===== src/rtl/div_pkg.sv =====
// Shared definitions for the sequential restoring divider.
//   div_state_t       : controller states (IDLE, CALC, DONE)
//   DIV_DEFAULT_WIDTH : default operand/result width
//   div_cnt_width()   : width of the iteration down-counter for a given operand width
package div_pkg;

    typedef enum logic [1:0] {
        IDLE = 2'd0,
        CALC = 2'd1,
        DONE = 2'd2
    } div_state_t;

    localparam int DIV_DEFAULT_WIDTH = 8;

    // One extra bit so the counter can be loaded with WIDTH itself.
    function automatic int div_cnt_width(input int w);
        return $clog2(w) + 1;
    endfunction

endpackage


===== src/rtl/cla_subtractor.sv =====
// N-bit subtractor computing a - b as a + ~b + 1 with a full carry look-ahead.
// Ports:
//   a, b   : N-bit unsigned operands
//   diff   : N-bit difference (a - b modulo 2^N)
//   borrow : 1 when b > a (inverse of the adder carry-out)
module cla_subtractor #(
    parameter int N = 9
) (
    input  logic [N-1:0] a,
    input  logic [N-1:0] b,
    output logic [N-1:0] diff,
    output logic         borrow
);

    logic [N-1:0] b_n;
    logic [N-1:0] g;
    logic [N-1:0] p;
    logic [N:0]   c;
    logic         term;
    logic         prop;

    assign b_n = ~b;
    assign g   = a & b_n;
    assign p   = a ^ b_n;

    // Each carry is formed directly from generate/propagate terms and the
    // carry-in (1 for the +1 of two's complement), never from a lower carry:
    // c[i+1] = g[i] | p[i]g[i-1] | ... | p[i]..p[0]cin
    always_comb begin
        c    = '0;
        term = 1'b0;
        prop = 1'b0;
        c[0] = 1'b1;
        for (int i = 0; i < N; i++) begin
            term = g[i];
            prop = p[i];
            for (int j = i - 1; j >= 0; j--) begin
                term = term | (prop & g[j]);
                prop = prop & p[j];
            end
            term     = term | prop;
            c[i + 1] = term;
        end
    end

    assign diff   = p ^ c[N-1:0];
    assign borrow = ~c[N];

endmodule


===== src/rtl/seq_restoring_divider.sv =====
// Sequential unsigned restoring divider, one quotient bit per clock.
// Ports:
//   clk, rst_n           : clock, asynchronous active-low reset
//   start                : begin a division (only honoured in IDLE)
//   dividend, divisor    : operands, captured when start is accepted
//   busy                 : high while iterating
//   done                 : one-cycle pulse when results are valid
//   quotient, remainder  : registered results, held until the next done
//   div_by_zero          : set with the results of a zero-divisor request
//
// state | meaning
// ------+---------------------------------------------------------------
// IDLE  | waiting for start; zero divisor skips straight to DONE
// CALC  | WIDTH shift/trial-subtract iterations under a down-counter
// DONE  | results valid, done pulses for one cycle, start ignored
module seq_restoring_divider
    import div_pkg::*;
#(
    parameter int WIDTH = DIV_DEFAULT_WIDTH
) (
    input  logic             clk,
    input  logic             rst_n,
    input  logic             start,
    input  logic [WIDTH-1:0] dividend,
    input  logic [WIDTH-1:0] divisor,
    output logic             busy,
    output logic             done,
    output logic [WIDTH-1:0] quotient,
    output logic [WIDTH-1:0] remainder,
    output logic             div_by_zero
);

    localparam int CW = div_cnt_width(WIDTH);

    div_state_t       state_q;
    div_state_t       state_d;
    logic [CW-1:0]    cnt_q;
    logic [WIDTH-1:0] dvsr_q;
    logic [WIDTH-1:0] work_q;
    logic [WIDTH-1:0] part_q;
    logic [WIDTH:0]   shifted;
    logic [WIDTH:0]   trial;
    logic             borrow;
    logic [WIDTH-1:0] next_part;
    logic [WIDTH-1:0] next_work;
    logic             accept;
    logic             calc;
    logic             last_iter;
    logic             div_zero_in;
    logic             unused_trial_msb;

    // work_q starts as the dividend and shifts left each iteration: its MSB
    // feeds the partial remainder while quotient bits enter at the LSB, so
    // after WIDTH iterations it holds the quotient.
    assign shifted = {part_q, work_q[WIDTH-1]};

    cla_subtractor #(
        .N (WIDTH + 1)
    ) u_sub (
        .a      (shifted),
        .b      ({1'b0, dvsr_q}),
        .diff   (trial),
        .borrow (borrow)
    );

    // A successful trial is always below the divisor, so its MSB is zero.
    assign unused_trial_msb = trial[WIDTH];
    assign next_part        = borrow ? shifted[WIDTH-1:0] : trial[WIDTH-1:0];
    assign next_work        = {work_q[WIDTH-2:0], ~borrow};
    assign div_zero_in      = (divisor == '0);

    always_ff @(posedge clk or negedge rst_n) begin
        if (!rst_n) begin
            state_q <= IDLE;
        end else begin
            state_q <= state_d;
        end
    end

    always_comb begin
        state_d   = state_q;
        calc      = 1'b0;
        done      = 1'b0;
        accept    = 1'b0;
        last_iter = 1'b0;
        case (state_q)
            IDLE: begin
                if (start) begin
                    accept  = 1'b1;
                    state_d = div_zero_in ? DONE : CALC;
                end
            end
            CALC: begin
                calc = 1'b1;
                if (cnt_q == CW'(1)) begin
                    last_iter = 1'b1;
                    state_d   = DONE;
                end
            end
            DONE: begin
                done    = 1'b1;
                state_d = IDLE;
            end
            default: begin
                state_d = IDLE;
            end
        endcase
    end

    assign busy = calc;

    always_ff @(posedge clk or negedge rst_n) begin
        if (!rst_n) begin
            cnt_q       <= '0;
            dvsr_q      <= '0;
            work_q      <= '0;
            part_q      <= '0;
            quotient    <= '0;
            remainder   <= '0;
            div_by_zero <= 1'b0;
        end else if (accept) begin
            dvsr_q <= divisor;
            work_q <= dividend;
            part_q <= '0;
            if (div_zero_in) begin
                cnt_q       <= '0;
                quotient    <= '1;
                remainder   <= dividend;
                div_by_zero <= 1'b1;
            end else begin
                cnt_q <= CW'(WIDTH);
            end
        end else if (calc) begin
            part_q <= next_part;
            work_q <= next_work;
            cnt_q  <= cnt_q - CW'(1);
            if (last_iter) begin
                quotient    <= next_work;
                remainder   <= next_part;
                div_by_zero <= 1'b0;
            end
        end
    end

endmodule


===== config.mk =====
export PLATFORM = sky130hd
export DESIGN_NAME = seq_restoring_divider
export DESIGN_NICKNAME = d
export VERILOG_FILES = /design/src/rtl/div_pkg.sv /design/src/rtl/cla_subtractor.sv /design/src/rtl/seq_restoring_divider.sv
export SDC_FILE = /design/constraint.sdc
export NUM_CORES = 1
export LEC_CHECK = 0
export ABC_AREA = 1
export BUFFER_PORTS_ARGS = -buffer_cell sky130_fd_sc_hd__buf_4
export CORE_MARGIN = 2
export CORE_UTILIZATION = 37
export DETAILED_ROUTE_END_ITERATION = 10
export HOLD_SLACK_MARGIN = 0.06
export RECOVER_POWER = 25
export SYNTH_ARGS = -nofsm -noshare
export SYNTH_HDL_FRONTEND = slang
export SYNTH_SLANG_ARGS = --single-unit

===== constraint.sdc =====
create_clock -name clk -period 3.33 [get_ports clk]
set_input_delay 0.333 -clock clk [delete_from_list [all_inputs] [get_ports clk]]
set_output_delay 0.333 -clock clk [all_outputs]
set_load 0.1 [all_outputs]

==> flow_summary.toml <==
[status]
outcome = "completed"

[logic_synthesis]
synth.area.top_cells = "dfrtp_1, nand2_1, inv_1, ha_1, o21ai_0"
synthMuxAreaShare_pct = 0
synth_edf_count = 0
synth_top_flop_cell = "dfrtp_1"
synth_top_area_share_pct = 44.7
postSynthCellCount = 341
synth_compound_area_share_pct = 8.65
synth_top_family_by_area = "simple AND/OR/NAND/NOR gates"
synth.most_common_cell = "nand2_1"
syn-num-nets = 371
ys.warnings.count = 0
synth-simple-area-share_pct = 31.0
syn_area_per_cell_um2 = 7.72
synthesis.area_um2 = 2630
synth_fa_ha_area_share_pct = 5.23
synth_xor_area_share_pct = 1.66
yosysTopAreaCell = "dfrtp_1"
synth.ff_latch_count = 47
synth.top_cells.by_count = "nand2_1, dfrtp_1, inv_1, o21ai_0"
synth.distinct_cells = 32
synthArstFlopShare_pct = 100
seq_area_frac_synth_pct = 44.7

[floorplanning]
dieArea_um2 = 7810
die_w_um = 88.4
fp-row-count = 30
ios = 38
initial_core_util_pct = 38.5
dieHeight_um = 88.4
coreArea_um2 = 6830

[placement]
dp_hpwl_um = 4300
preCtsSetupSlack_ps = 1150
dp.cells = 465
gp_congestion = 0.818
io_buffers = 37

[drt]
vias = 2255
drc_errors = 0
routed_wl_um = 5740
drtIter0Drc = 129
via_per_inst = 4.77
post_drt_wl_per_cell_um = 12.1
firstDrtPassIters = 4
antenna_left = 0

[sta]
slew_viol_final = 0
min_period_over_period_pct = 66.0
hold_violations = 0
rsz0062_at_grt = "no"
final.min_clock_period_ps = 2200
worst_slack_ps = 1130
slew_headroom_pct = 21.2
setup_violations = 0
timing.fmax_ghz = 0.455
fin_setup_tns_ps = 0
clock_skew_ps = 8.46
worst_pin_slew_ps = 1180

[cts]
cts-buffers-inserted = 5
clock_latency_ps = 300
ctsRootBufferMaster = "clkbuf_8"
clk_path_buf_depth = 2
htreeDepth = 2
cts_setup_buffers = 0
cts_tree = "yes"
cts.sinks = 47
clkSlewWorstSetupHoldPaths_ps = 90

[finish]
postLayoutCoreUtil_pct = 45.4
multi_input_area_um2 = 1230
fin_cells = 473
diodes = 0
fillers = 725
nNetsFinal = 407
regArea_um2 = 1180
syn_to_final_growth_pct = 17.8
drive_above_1_share_pct = 15.6

[global_route]
overflow = 0
grt_pass1_wl_um = 10200
grt_max_degree = 48
first_global_vias = 2222
antenna_found_initial = 0
grt_usage_pct = 16.9

[critical_path]
arrival_ps = 2440
crit_chain = "nor2_1 > nand2_1 > inv_2 > nor2_8 > inv_2 > nand3_4 > inv_2 > or2_0 > nand2_1 > inv_1"
cp.required_ps = 3570
worstPathMaxFanout = 26
crit_path_end_kind = "register"
cp-startpoint = "state_q[0]"
slowest_stage = "dfrtp_1"
r2r_cells = 10
rr_startpoint = "state_q[0]"
crit_top_cell = "inv_2"
slowest_delay_ps = 410
rrSetupSlack_ps = 1130
start_kind = "register"
r2r_end = "remainder[3]"
worstSetupPathType = "reg2reg"

[hold_path]
min_to = "work_q[5]"
hp-class = "in2reg"
worstHoldPathCells = 3
min_from = "dividend[5]"

[job]
max_cap_viol_count = 0
==> layout by cell type, fill, tap and decap left out, drive strengths merged <==
master and n:
inv 48, bufinv 1, ha 11, nand4 13, a21oi 12, clkbuf 6, clkinvlp 1, nand2 118
o21ai 19, nor2 19, dlygate4sd3 1, o211ai 2, dfrtp 47, nand3b 1, o221ai 1, or2 8
o22ai 2, xnor2 2, nand3 20, nor3 2, a31oi 2, a221oi 1, buf 37, xor2 3
==> area by class of cell <==
| class | instances | area share [%] |
|---|---|---|
| Tap cell | 96 | 3.87 |
| Clock buffer | 5 | 2.22 |
| Sequential cell | 47 | 37.9 |
| Clock inverter | 2 | 1.21 |
| Multi-Input combinational cell | 236 | 39.5 |
| Inverter | 48 | 5.81 |
| Timing Repair Buffer | 39 | 9.44 |
==> registers in the layout, summed over array words and instances, names as in the netlist <==
register	flops
cnt_q	4
dvsr_q	8
div_by_zero	1
work_q	8
quotient	8
part_q	8
state_q	2
remainder	8
==> worst max-delay path: cells and delay by family (launching register included) <==
family                 cells  cell delay, ps
buffers and inverters      4             930
DFF                        1             410
and+or+nand+nor            6             770
==> layer usage <==
metal	wire [um]	part of all wire (%)	vias up	track usage, %
li1	-	-	1154	-
met1	2790	49	1053	23.4
met2	2620	46	41	26.9
met3	251	4.4	7	3.26
met4	78	1.4	0	4.96
met5	0	0	-	0
==> metrics by stage <==
step                      hold slack (ps)  cell area [um2]
after CTS                             250             3100
after global placement                388             2990
after global routing                  250             3100
after detailed placement              385             2990
final                                 256             3100
after floorplan                      37.4             2630
==> cell families (layout without fill, tap and decap cells) <==
kind of cell,count (synthesis),after routing
fa+ha+maj,11,11
compound gates,39,39
xor+xnor,5,5
buf+inv,58,94
simple gates,181,181
flops,47,47
==> how the worst max path moves through the flow <==
stage / to / depth (start not counted)
after CTS: remainder[3] / 10
final: remainder[3] / 10
after floorplan: done / 1
after global routing: remainder[2] / 10
after detailed placement: remainder[3] / 10
after global placement: remainder[3] / 10
==> timing repair <==
| item | in CTS | in global routing |
|---|---|---|
| endpoints found under the hold margin | 17 | 0 |
| resized for setup | 0 | 0 |
| hold buffers | 1 | 0 |
| setup endpoints to repair | 0 | 0 |
Power is left out: the tool's default activity adds up to more than one toggle a clock period on the data nets, which glitch-free logic cannot reach.
